**config.mk**
```make
export PLATFORM = sky130hd
export DESIGN_NAME = memory_arbiter
export DESIGN_NICKNAME = d
export VERILOG_FILES = /design/src/rtl/memory_arbiter_pkg.sv /design/src/rtl/memory_arbiter_select.sv /design/src/rtl/memory_arbiter.sv
export SDC_FILE = /design/constraint.sdc
export NUM_CORES = 1
export LEC_CHECK = 0
export CAP_MARGIN = 20
export CORE_AREA = 2 2 85 87
export CTS_BUF_LIST = sky130_fd_sc_hd__clkbuf_2 sky130_fd_sc_hd__clkbuf_4 sky130_fd_sc_hd__clkbuf_8
export DETAILED_ROUTE_END_ITERATION = 16
export DIE_AREA = 0 0 87 89
export PLACE_DENSITY_LB_ADDON = 0.08
export SYNTH_ARGS = -nofsm -noshare
export SYNTH_HDL_FRONTEND = slang
export SYNTH_HIERARCHICAL = 1
export SYNTH_SLANG_ARGS = --single-unit
export TNS_END_PERCENT = 100
```
**constraint.sdc**
```tcl
create_clock -name clock -period 6.3 [get_ports clock]
set_clock_uncertainty 0.2 [all_clocks]
set_input_delay 1.26 -clock clock [delete_from_list [all_inputs] [get_ports clock]]
set_output_delay 1.26 -clock clock [all_outputs]
set_load 0.01 [all_outputs]
```
**src/rtl/memory_arbiter_pkg.sv**
```systemverilog
// memory_arbiter_pkg: shared types for the two-port RAM arbiter.
// Owner encoding, port indices and a port-to-owner helper.
package memory_arbiter_pkg;

   typedef enum logic [1:0] {
      IDLE,
      OWN_CORE,
      OWN_DEBUG
   } ArbiterState_t;

   localparam logic PORT_CORE  = 1'b0;
   localparam logic PORT_DEBUG = 1'b1;

   function automatic ArbiterState_t ownerOf(input logic port);
      return port ? OWN_DEBUG : OWN_CORE;
   endfunction

endpackage

```
**src/rtl/memory_arbiter_select.sv**
```systemverilog
// memory_arbiter_select: combinational winner and grant pick.
// Owner keeps the RAM until its streak hits MAX_BURST under contention.
module memory_arbiter_select
   import memory_arbiter_pkg::*;
#(
   parameter int MAX_BURST = 4,
   parameter int BC_W      = $clog2(MAX_BURST + 1)
) (
   input  logic [1:0]      req,
   input  ArbiterState_t   owner,
   input  logic [BC_W-1:0] burstCount,
   input  logic            rrPointer,
   output logic            winValid,
   output logic            winner,
   output logic [1:0]      gnt
);

   logic cur;
   logic oth;
   logic keep;

   // Pick the winner: idle ties go to rrPointer, else owner unless its burst is spent.
   always_comb begin
      winValid = 1'b0;
      winner   = PORT_CORE;
      gnt      = 2'b00;
      cur      = (owner == OWN_DEBUG);
      oth      = ~cur;
      keep     = req[cur] &&
                 (!req[oth] || (burstCount < BC_W'(MAX_BURST)));
      if (req == 2'b00) begin
         winValid = 1'b0;
      end else if (owner == IDLE) begin
         winValid = 1'b1;
         winner   = (req == 2'b11) ? rrPointer : req[1];
      end else if (keep) begin
         winValid = 1'b1;
         winner   = cur;
      end else begin
         winValid = 1'b1;
         winner   = oth;
      end
      gnt[winner] = winValid;
   end

endmodule

```
**src/rtl/memory_arbiter.sv**
```systemverilog
// memory_arbiter: shares one synchronous RAM between core and debug ports.
// One access per cycle, reads return one cycle later on the granted port.
module memory_arbiter
   import memory_arbiter_pkg::*;
#(
   parameter int RAM_A_WIDTH = 12,
   parameter int MAX_BURST   = 4
) (
   input  logic                        clock,
   input  logic                        reset,
   input  logic [1:0]                  req,
   input  logic [1:0]                  write,
   input  logic [1:0][RAM_A_WIDTH-1:0] addr,
   input  logic [1:0][31:0]            wdata,
   input  logic [1:0][3:0]             byteEnable,
   output logic [1:0]                  gnt,
   output logic [1:0]                  rvalid,
   output logic [31:0]                 rdata,
   output logic [RAM_A_WIDTH-1:0]      ramAddr,
   output logic [31:0]                 ramWdata,
   output logic [3:0]                  ramByteEnable,
   output logic                        ramWriteEnable,
   input  logic [31:0]                 ramRdata
);

   localparam int BC_W = $clog2(MAX_BURST + 1);

   ArbiterState_t   owner;
   ArbiterState_t   ownerNext;
   logic [BC_W-1:0] burstCount;
   logic [BC_W-1:0] burstNext;
   logic            rrPointer;
   logic            rrNext;
   logic [1:0]      rvalidQ;
   logic [1:0]      selGnt;
   logic            winValid;
   logic            winner;
   logic            live;
   logic            muxPort;

   memory_arbiter_select #(
      .MAX_BURST(MAX_BURST),
      .BC_W     (BC_W)
   ) u_select (
      .req       (req),
      .owner     (owner),
      .burstCount(burstCount),
      .rrPointer (rrPointer),
      .winValid  (winValid),
      .winner    (winner),
      .gnt       (selGnt)
   );

   assign live    = winValid & ~reset;
   assign gnt     = reset ? 2'b00 : selGnt;
   assign muxPort = winValid ? winner : PORT_CORE;

   assign ramAddr        = addr[muxPort];
   assign ramWdata       = wdata[muxPort];
   assign ramByteEnable  = byteEnable[muxPort];
   assign ramWriteEnable = live & write[winner];

   assign rdata  = ramRdata;
   assign rvalid = rvalidQ & {2{~reset}};

   // Next owner, streak length and tie-break pointer from this cycle's winner.
   always_comb begin
      ownerNext = owner;
      burstNext = burstCount;
      rrNext    = rrPointer;
      if (!winValid) begin
         ownerNext = IDLE;
         burstNext = '0;
      end else if (owner == ownerOf(winner)) begin
         if (burstCount != BC_W'(MAX_BURST)) begin
            burstNext = burstCount + 1'b1;
         end
      end else begin
         ownerNext = ownerOf(winner);
         burstNext = BC_W'(1);
         rrNext    = ~winner;
      end
   end

   // Arbitration state and one-cycle read-return flags.
   always_ff @(posedge clock) begin
      if (reset) begin
         owner      <= IDLE;
         burstCount <= '0;
         rrPointer  <= PORT_CORE;
         rvalidQ    <= 2'b00;
      end else begin
         owner      <= ownerNext;
         burstCount <= burstNext;
         rrPointer  <= rrNext;
         rvalidQ    <= gnt & ~write;
      end
   end

endmodule
```
==> results.md, run 1 <==
* Worst Setup End Kind: primary output
* Clock-pin slew on the worst setup and hold paths at 0.04 ns
* Met3 WL post-DR at 502 um
* Vias per cell at 4.290
* Port bufs at 154
* Initial drt markers at 9
* Mapped Area at 1329 sq um
* Post-CTS Setup Repair Bufs at 0
* Setup WS post-layout at 0.7832 ns
* Global Route Usage Sum at 12.09%
* TritonCTS buffer count at 3
* Setup CP Type: input port to primary output
* Synth Warn # at 6
* Async SR Flop Fraction at 0%
* DR WL/cell at 16.04 um
* Period utilisation layout at 87.57%
* Max rail drop VDD at 70.87 uV
* RR Endpoint: rrPointer$_SDFFE_PP0P_
* Post-synth top flop: dfxtp_1
* Reg2reg path depth at 6
* RSZ-0062 raised after global routing: false
* Die W at 87 um
* Chip height at 89 um
* CP Launch Type: input port
* Initial cell density of the core at 19.78%
* Slowest CP cell: clkdlybuf4s50_1
* H-tree levels at 1
* R2r startpoint: owner[1]$_SDFFE_PP0P_
* Post-synth EDFFs at 0
* Total grt overflow at 0
* First-pass GRT wire length at 7.410 mm
* Largest net degree at the start of global routing at 21
* Routability cong. at 0.6875
* Metal1 wirelength at 2.126 mm
* Seq cells post-synth at 8
* Status: finished, final reports clean
* Largest stage delay, worst path at 0.54 ns
* Fin. max-slew vios at 0
* Core area at 6719 sq um
* Highest metal used: met4
* Crit path max fanout at 19
* Worst hold start: burstCount[1]$_SDFFE_PP0P_
* Top cell family by delay on the critical path: buffers and inverters
* Critical path arrival at 4.06 ns
* Reg2Reg Setup Slack at 4.03 ns
* CP Buf/Inv Count at 3
* Critical Path Most Common Cell: clkdlybuf4s50_1
* Initial antenna violation count at 0
* Final wirelength at 5.469 mm
* MaxCap Viol Count at 0
* Clock Tree Root: clkbuf_8
* Crit path from: req[0]
* Synthesis-to-finish area growth at 105.5%
* Register area at 160.2 sq um
* Met2 wire length at 2.705 mm
* Power density cells at 122.4 nW/um^2
* Max frequency at 0.1813 GHz
* Min-delay worst type: register to register
* Final hold vios at 0
* WHS Endpoint: burstCount[1]$_SDFFE_PP0P_
* Yosys cell types at 30
* Post-DP HPWL at 4.606 mm
* Mean cell area of the mapped netlist at 9.560 sq um
* Clock Latency Late Sink at 0.23 ns
* Place WS at 0.7577 ns
* First-pass DRT Iterations at 4
* Layout cells sized above 1 at 22.99%
* Vias in the first global route at 1453
* Leakage at 1.039 nW
* CTS tree: done
* Worst path depth at 7
* Post-synthesis sequential area ratio at 12.05%
* DR DRC count at 0
* Crit-path cells: clkdlybuf4s50_1, or4b_1, and4_1, nand2_2, buf_4, mux2_2, clkdlybuf4s50_1
* Clk buf depth at 2
* Num ports at 219
* Footprint of the multi-input gates at 840.8 sq um
* Routed Antenna Nets at 0
* Mapped Nets at 275
* Worst-Margin Slew at 0.4995 ns
* Clock tree sinks at 8
* Period minus WS final at 5.517 ns
* Ant. Diodes at 0
* Row cnt at 30
* Post-Syn Instances at 139
* Rel. slew slack at 66.58%
* Hold depth at 2
* Die ar. at 7743 sq um
* Setup TNS at 0 ns
* Hold_buf cts at 0
* # setup viols final at 0
* # fillers at 686
* Critical Path RT at 4.84 ns
* Post-CTS sizing at 0
* Final #Nets at 399
* Detailed-route via count at 1463
-- tightest hold or removal path, cell delays in order, from the launching register on --
cell and delay (ns):
dfxtp_1 0.32, nand3_1 0.08, a21oi_1 0.06
-- metrics by stage --
step / utilization, % / instance area, sq um / power [W] / hold slack, ns / instances
5_1_grt: 40.63 / 2730 / 0.0003567 / 0.3265 / 341
2_1_floorplan: - / 1329 / 0.0001650 / 0.2741 / 139
4_1_cts: 40.63 / 2730 / 0.0003394 / 0.3053 / 341
3_3_place_gp: 40.02 / 2689 / 0.0002762 / 0.2960 / 338
3_5_place_dp: 40.02 / 2689 / 0.0002752 / 0.2984 / 338
6_report: 40.63 / 2730 / 0.0003341 / 0.3010 / 341
-- power breakdown --
part	internal, W	switching [W]	leakage, nW	total, W
clock	0.0000414	0.0000197	0.0216	0.0000611
sequential	0.0000539	0.00000289	0.0658	0.0000568
combinational	0.000150	0.0000666	0.952	0.000216
total	0.000245	0.0000892	1.04	0.000334
-- cells in the mapped netlist, types with 2 or more instances --
cell type	count	area, sq um
dfxtp_1	8	160.2
buf_4	33	247.7
nand3b_1	2	15.01
clkbuf_8	5	68.82
mux2_2	44	495.5
inv_1	3	11.26
a21oi_1	2	10.01
nand2_1	3	11.26
mux2_4	4	60.06
nor2_1	6	22.52
nor2b_1	6	37.54
nand2b_1	4	25.02
ha_1	2	25.02
-- area by class of cell --
type | count | area share (%)
Clock buffer | 3 | 1.512
Inverter | 3 | 0.4125
Multi-Input combinational cell | 90 | 30.80
Sequential cell | 8 | 5.866
Tap cell | 80 | 3.666
Timing Repair Buffer | 157 | 57.75
-- state kept, by name (all words and copies together), names as in the netlist --
name and count:
burstCount 3, owner 2, rvalidQ 2, rrPointer 1
-- kinds of logic after synthesis --
| logic type | after synthesis | share of synthesized area (%) |
|---|---|---|
| adder cells (fa/ha/maj) | 2 | 1.883 |
| XOR/XNOR | 1 | 0.6593 |
| flip-flops | 8 | 12.05 |
| AO/OA/AOI/OAI | 7 | 4.144 |
| buffers and inverters | 41 | 24.67 |
| AND/OR/NAND/NOR | 31 | 14.03 |
| multiplexers | 49 | 42.56 |
-- how the worst max path moves through the flow --
stage / end
floorplan: ramByteEnable[1]
global placement: ramWdata[0]
detailed placement: ramWdata[0]
CTS: ramWdata[0]
global route: ramWdata[0]
finish: ramAddr[10]
-- layer usage --
layer,GRT usage [%],up-vias
met1,15.00,641
met4,4.972,0
met3,2.401,26
met2,20.47,99
met5,0,-
li1,-,697
-- cell usage in the layout (no fill, tap or decap), drive strengths merged --
master	netlist	final
nor2	6	6
dfxtp	8	8
nor3b	1	1
inv	3	3
clkdlybuf4s50	0	154
nand3	1	1
buf	33	3
nand2	4	4
or2	1	1
a2bb2oi	1	1
nand3b	2	2
and4	1	1
nand2b	4	4
xnor2	1	1
o21ba	1	1
o21bai	1	1
ha	2	2
a41oi	1	1
nor2b	6	6
mux2i	1	1
or3	1	1
a21bo	1	1
nor3	1	1
clkbuf	5	3
or4b	1	1
and3b	1	1
mux2	48	48
nand4b	1	1
a21oi	2	2
No activity file was read; power rests on OpenSTA's default activity.
==> run 2, diff against run 1 <==
--- a/config.mk
+++ b/config.mk
@@ -11,6 +11,7 @@
 export DETAILED_ROUTE_END_ITERATION = 16
 export DIE_AREA = 0 0 87 89
 export PLACE_DENSITY_LB_ADDON = 0.08
+export REMOVE_ABC_BUFFERS = 1
 export SYNTH_ARGS = -nofsm -noshare
 export SYNTH_HDL_FRONTEND = slang
 export SYNTH_HIERARCHICAL = 1
==> results.md, run 2 (synthesis gave the netlist of run 1 again) <==
* Largest stage delay, worst path at 0.53 ns (about the same)
* CTS tree: done
* # fillers at 679 (-1.0%)
* # setup viols final at 0 (unchanged)
* Crit path from: req[0]
* First-pass GRT wire length at 8.956 mm (+21%)
* Final wirelength at 6.679 mm (+22%)
* Max reg flops at 3 (unchanged)
* Crit path max fanout at 50 (+31)
* Setup TNS at 0 ns (unchanged)
* Tot Pwr at 0.0003341 W (about the same)
* Clock Latency Late Sink at 0.22 ns (about the same)
* Clock Tree Root: clkbuf_8
* Row cnt at 30 (unchanged)
* Largest net degree at the start of global routing at 51 (+140%)
* Synthesis-to-finish area growth at 104.3%
* RR Endpoint: rrPointer$_SDFFE_PP0P_
* Hold_buf cts at 0 (unchanged)
* Vias per cell at 4.407 (+2.7%)
* Leakage at 1.030 nW (-0.86%)
* DR WL/cell at 19.70 um (+23%)
* Commonest cells after routing, fill and taps aside: clkdlybuf4s50_1, mux2_2, dfxtp_1
* Post-CTS Setup Repair Bufs at 0 (unchanged)
* Most flops, register: burstCount
* Power density cells at 123.1 nW/um^2 (+0.55%)
* Min-delay worst type: register to register
* Hold slack at 0.3113 ns (+0.01031 ns)
* Clk buf depth at 2 (unchanged)
* Status: finished, final reports clean
* Critical Path RT at 4.84 ns (about the same)
* Worst-Margin Slew at 0.2804 ns (-0.2190 ns)
* Reg2reg path depth at 6 (unchanged)
* MaxCap Viol Count at 0 (unchanged)
* Setup CP Type: input port to primary output
* Commonest non-fill, non-tap cell in the layout: clkdlybuf4s50_1
* Biggest regs: burstCount x3, owner x2, rvalidQ x2
* Max rail drop VDD at 51.03 uV (-28%)
* Vias in the first global route at 1566 (+7.8%)
* Critical Path Most Common Cell: clkdlybuf4s50_1
* DR DRC count at 0 (unchanged)
* Period minus WS final at 5.256 ns (-0.2606 ns)
* Top cell family by delay on the critical path: buffers and inverters
* R2r startpoint: owner[1]$_SDFFE_PP0P_
* Final Util at 40.41% (-0.22 points)
* Clock-pin slew on the worst setup and hold paths at 0.04 ns (about the same)
* Slowest CP cell: clkdlybuf4s50_1
* Core area at 6719 sq um (unchanged)
* Initial antenna violation count at 0 (unchanged)
* Crit-path cells: clkdlybuf4s50_1, or4b_1, and4_1, nand2_2, buf_12, mux2_2, clkdlybuf4s50_1
* Rel. slew slack at 81.31% (+15 points)
* Layout cells sized above 1 at 22.39% (-0.59 points)
* Die ar. at 7743 sq um (unchanged)
* RSZ-0062 raised after global routing: false
* Global Route Usage Sum at 15.69% (+3.6 points)
* Period utilisation layout at 83.43% (-4.1 points)
* Chip height at 89 um (unchanged)
* TritonCTS buffer count at 3 (unchanged)
* CP Buf/Inv Count at 3 (unchanged)
* Reg2Reg Setup Slack at 4.28 ns (+0.25 ns)
* Ant. Diodes at 0 (unchanged)
* Num ports at 219 (unchanged)
* Routability cong. at 0.7265 (+5.7%)
* Critical path arrival at 3.80 ns (-0.26 ns)
* CP Launch Type: input port
* Routed Antenna Nets at 0 (unchanged)
* Die W at 87 um (unchanged)
* Port bufs at 154 (unchanged)
* Worst path depth at 7 (unchanged)
* Crit path capture: ramWdata[29]
* Fin. max-slew vios at 0 (unchanged)
* Post-DP HPWL at 5.820 mm (+26%)
* Initial drt markers at 28 (+19)
* Detailed-route via count at 1494 (+2.1%)
* H-tree levels at 1 (unchanged)
* Total grt overflow at 0 (unchanged)
* Clock tree sinks at 8 (unchanged)
* Final hold vios at 0 (unchanged)
* Final #Nets at 397 (-0.50%)
* First-pass DRT Iterations at 4 (unchanged)
* Initial cell density of the core at 19.78% (unchanged)
* Worst Setup End Kind: primary output
* Post-CTS sizing at 0 (unchanged)
* Max frequency at 0.1903 GHz (+5.0%)
==> run 2: area by class of cell <==
type | instances | area (sq um) | share of cell area [%]
Timing Repair Buffer | 155 | 1562 | 57.51
Multi-Input combinational cell | 90 | 840.8 | 30.97
Sequential cell | 8 | 160.2 | 5.899
Tap cell | 80 | 100.1 | 3.687
Clock buffer | 3 | 41.29 | 1.521
Inverter | 3 | 11.26 | 0.4147
==> run 2: layer usage <==
metal	track usage [%]	vias up	share of wire, %
met2	23.04	123	46
met1	18.32	672	38
met4	1.705	2	0.22
met3	12.37	4	16
met5	3.247	-	0.48
li1	-	693	-
==> run 2: metrics by stage <==
stage                     setup WS [ns]  cell area, sq um  cells
after floorplan                   1.819              1012    101
final                             1.044              2715    339
after global routing             0.9250              2715    339
after global placement            1.047              2674    336
after detailed placement          1.035              2674    336
after CTS                         1.029              2715    339
==> run 2: how the worst min path moves through the flow <==
| stage | to | from | slack [ns] | cells past startpoint |
|---|---|---|---|---|
| 3_5_place_dp | burstCount[1]$_SDFFE_PP0P_ | burstCount[1]$_SDFFE_PP0P_ | 0.30 | 2 |
| 2_1_floorplan | burstCount[1]$_SDFFE_PP0P_ | burstCount[1]$_SDFFE_PP0P_ | 0.27 | 2 |
| 6_report | burstCount[1]$_SDFFE_PP0P_ | burstCount[1]$_SDFFE_PP0P_ | 0.31 | 2 |
| 5_1_grt | burstCount[1]$_SDFFE_PP0P_ | burstCount[1]$_SDFFE_PP0P_ | 0.35 | 2 |
| 4_1_cts | burstCount[1]$_SDFFE_PP0P_ | burstCount[1]$_SDFFE_PP0P_ | 0.31 | 2 |
| 3_3_place_gp | burstCount[1]$_SDFFE_PP0P_ | burstCount[1]$_SDFFE_PP0P_ | 0.30 | 2 |
==> run 2: worst min-delay path: stages (launching register included) <==
cell     delay, ns
dfxtp_1       0.32
nand3_1       0.08
a21oi_1       0.06
==> run 2: report_power, final <==
part	switching [W]	leakage [nW]	internal [W]
clock network	0.0000198	0.0216	0.0000414
registers	0.00000320	0.0658	0.0000538
logic	0.0000678	0.943	0.000148
total	0.0000908	1.03	0.000243
==> run 3, diff against run 2 <==
--- a/config.mk
+++ b/config.mk
@@ -6,10 +6,10 @@
 export NUM_CORES = 1
 export LEC_CHECK = 0
 export CAP_MARGIN = 20
-export CORE_AREA = 2 2 85 87
+export CORE_MARGIN = 2
+export CORE_UTILIZATION = 20
 export CTS_BUF_LIST = sky130_fd_sc_hd__clkbuf_2 sky130_fd_sc_hd__clkbuf_4 sky130_fd_sc_hd__clkbuf_8
 export DETAILED_ROUTE_END_ITERATION = 16
-export DIE_AREA = 0 0 87 89
 export PLACE_DENSITY_LB_ADDON = 0.08
 export REMOVE_ABC_BUFFERS = 1
 export SYNTH_ARGS = -nofsm -noshare
==> constraint.sdc (replaced) <==
create_clock -name clock -period 4.2 [get_ports clock]
set_clock_uncertainty 0.2 [all_clocks]
set_input_delay 0.84 -clock clock [delete_from_list [all_inputs] [get_ports clock]]
set_output_delay 0.84 -clock clock [all_outputs]
set_load 0.01 [all_outputs]
==> results.md, run 3 (synthesis gave the netlist of run 1 again) <==
* Routed Antenna Nets at 0 (unchanged)
* Final wirelength at 6.498 mm (-2.7%)
* Crit path max fanout at 14 (-72%)
* Final hold vios at 0 (unchanged)
* MaxCap Viol Count at 0 (unchanged)
* First-pass DRT Iterations at 4 (unchanged)
* Worst Setup End Kind: primary output
* Biggest regs: burstCount x3, owner x2, rvalidQ x2
* # setup viols final at 0 (unchanged)
* Chip height at 85.51 um (-3.9%)
* DR WL/cell at 18.83 um (-4.4%)
* Leakage at 1.239 nW (+20%)
* Core area at 6386 sq um (-5.0%)
* Initial cell density of the core at 20.81% (+1.0 points)
* Worst hold start: burstCount[1]$_SDFFE_PP0P_
* Clk buf depth at 2 (unchanged)
* Vias per cell at 4.414 (+0.17%)
* DR DRC count at 0 (unchanged)
* Power density cells at 176.6 nW/um^2 (+43%)
* Commonest non-fill, non-tap cell in the layout: clkdlybuf4s50_1
* Num ports at 219 (unchanged)
* Layout cells sized above 1 at 25.00% (+2.6 points)
* CP Launch Type: input port
* Hold slack at 0.3039 ns (-0.007389 ns)
* Largest net degree at the start of global routing at 32 (-37%)
* Clock Tree Root: clkbuf_8
* Final Util at 43.95% (+3.5 points)
* CTS tree: done
* Crit-path cells: clkdlybuf4s50_1, or4b_1, and4_1, nand2_4, buf_12, mux2_2, clkdlybuf4s50_1
* Row cnt at 29 (-3.3%)
* Synthesis-to-finish area growth at 111.2%
* First-pass GRT wire length at 9.225 mm (+3.0%)
* Status: finished, final reports clean
* Total grt overflow at 0 (unchanged)
* Ant. Diodes at 0 (unchanged)
* Detailed-route via count at 1523 (+1.9%)
* TritonCTS buffer count at 3 (unchanged)
* Rel. slew slack at 82.17% (+0.86 points)
* Most flops, register: burstCount
* Port bufs at 154 (unchanged)
* Vias in the first global route at 1678 (+7.2%)
* Hold_buf cts at 0 (unchanged)
* Die W at 85.51 um (-1.7%)
* Initial antenna violation count at 0 (unchanged)
* Post-DP HPWL at 5.524 mm (-5.1%)
* Setup CP Type: input port to primary output
* Clock-pin slew on the worst setup and hold paths at 0.04 ns (about the same)
* H-tree levels at 1 (unchanged)
* Period minus WS final at 4.116 ns
* Routability cong. at 0.6814 (-6.2%)
* Clock tree sinks at 8 (unchanged)
* R2r startpoint: owner[1]$_SDFFE_PP0P_
* Clock Latency Late Sink at 0.23 ns (about the same)
* Period utilisation layout at 98.00%
* Slowest CP cell: clkdlybuf4s50_1
* Max reg flops at 3 (unchanged)
* Max rail drop VDD at 116.8 uV (+130%)
* Initial drt markers at 12 (-57%)
* Min-delay worst type: register to register
* Global Route Usage Sum at 16.71% (+1.0 points)
* Crit path from: req[0]
* Final #Nets at 406 (+2.3%)
* CP Buf/Inv Count at 3 (unchanged)
* Fin. max-slew vios at 0 (unchanged)
* Critical Path RT at 3.16 ns (-1.68 ns)
* Die ar. at 7312 sq um (-5.6%)
* Top cell family by delay on the critical path: buffers and inverters
* Critical Path Most Common Cell: clkdlybuf4s50_1
* Max frequency at 0.2430 GHz
* Largest stage delay, worst path at 0.48 ns (-0.05 ns)
* Commonest cells after routing, fill and taps aside: clkdlybuf4s50_1, mux2_2, dlygate4sd2_1
* Worst-Margin Slew at 0.2666 ns (-0.01379 ns)
* Critical path arrival at 3.08 ns (-0.72 ns)
==> run 3: metrics by stage <==
step                 TNS (ns)   power, W  std cells  instance area (sq um)  setup WS [ns]
global placement      -0.2214  0.0004204        337                   2713       -0.03331
finish                      0  0.0004955        345                   2806        0.08406
floorplan                   0  0.0002047        101                   1012         0.5585
detailed placement    -0.3209  0.0004169        337                   2713       -0.02606
global route        -0.001539  0.0005238        345                   2806      -0.001539
CTS                  -0.02755  0.0004936        340                   2716       -0.02755
==> run 3: tightest hold or removal path, cell delays in order (launching register included) <==
cell and delay (ns):
dfxtp_1 0.32, nand3_1 0.08, a21oi_1 0.06
==> run 3: report_power, final <==
part           internal (W)  leakage (nW)  switching [W]   total, W
clock             0.0000623        0.0216      0.0000325  0.0000948
combinational      0.000214          1.15       0.000102   0.000315
sequential        0.0000807        0.0658     0.00000457  0.0000853
total              0.000357          1.24       0.000139   0.000496
==> run 3: what timing repair did <==
item,in CTS,in global routing
resized for setup,30,13
pin swaps,0,1
endpoints found under the setup margin,31,16
buffers inserted,0,4
endpoints found under the hold margin,0,0
gates cloned,0,1
==> run 3: routing by layer <==
metal  track usage, %  share of wire [%]
met3            13.76                 16
met1            18.21                 37
met2            24.79                 45
met4            3.752               0.91
met5            3.497                  0
==> run 3: final timing paths <==
check,endpoint,slack (ns),cells past startpoint
worst max-delay path,ramWdata[12],0.08,7
worst min-delay path,burstCount[1]$_SDFFE_PP0P_,0.30,2
worst max register to register,burstCount[0]$_SDFFE_PP0P_,2.09,6
worst min register to register,burstCount[1]$_SDFFE_PP0P_,0.30,2
==> run 3: area by class of cell <==
cell class | instances | area [sq um]
Inverter | 3 | 11.26
Fill cell | 633 | 3580
Multi-Input combinational cell | 90 | 845.8
Tap cell | 77 | 96.34
Clock buffer | 3 | 41.29
Sequential cell | 8 | 160.2
Timing Repair Buffer | 164 | 1652
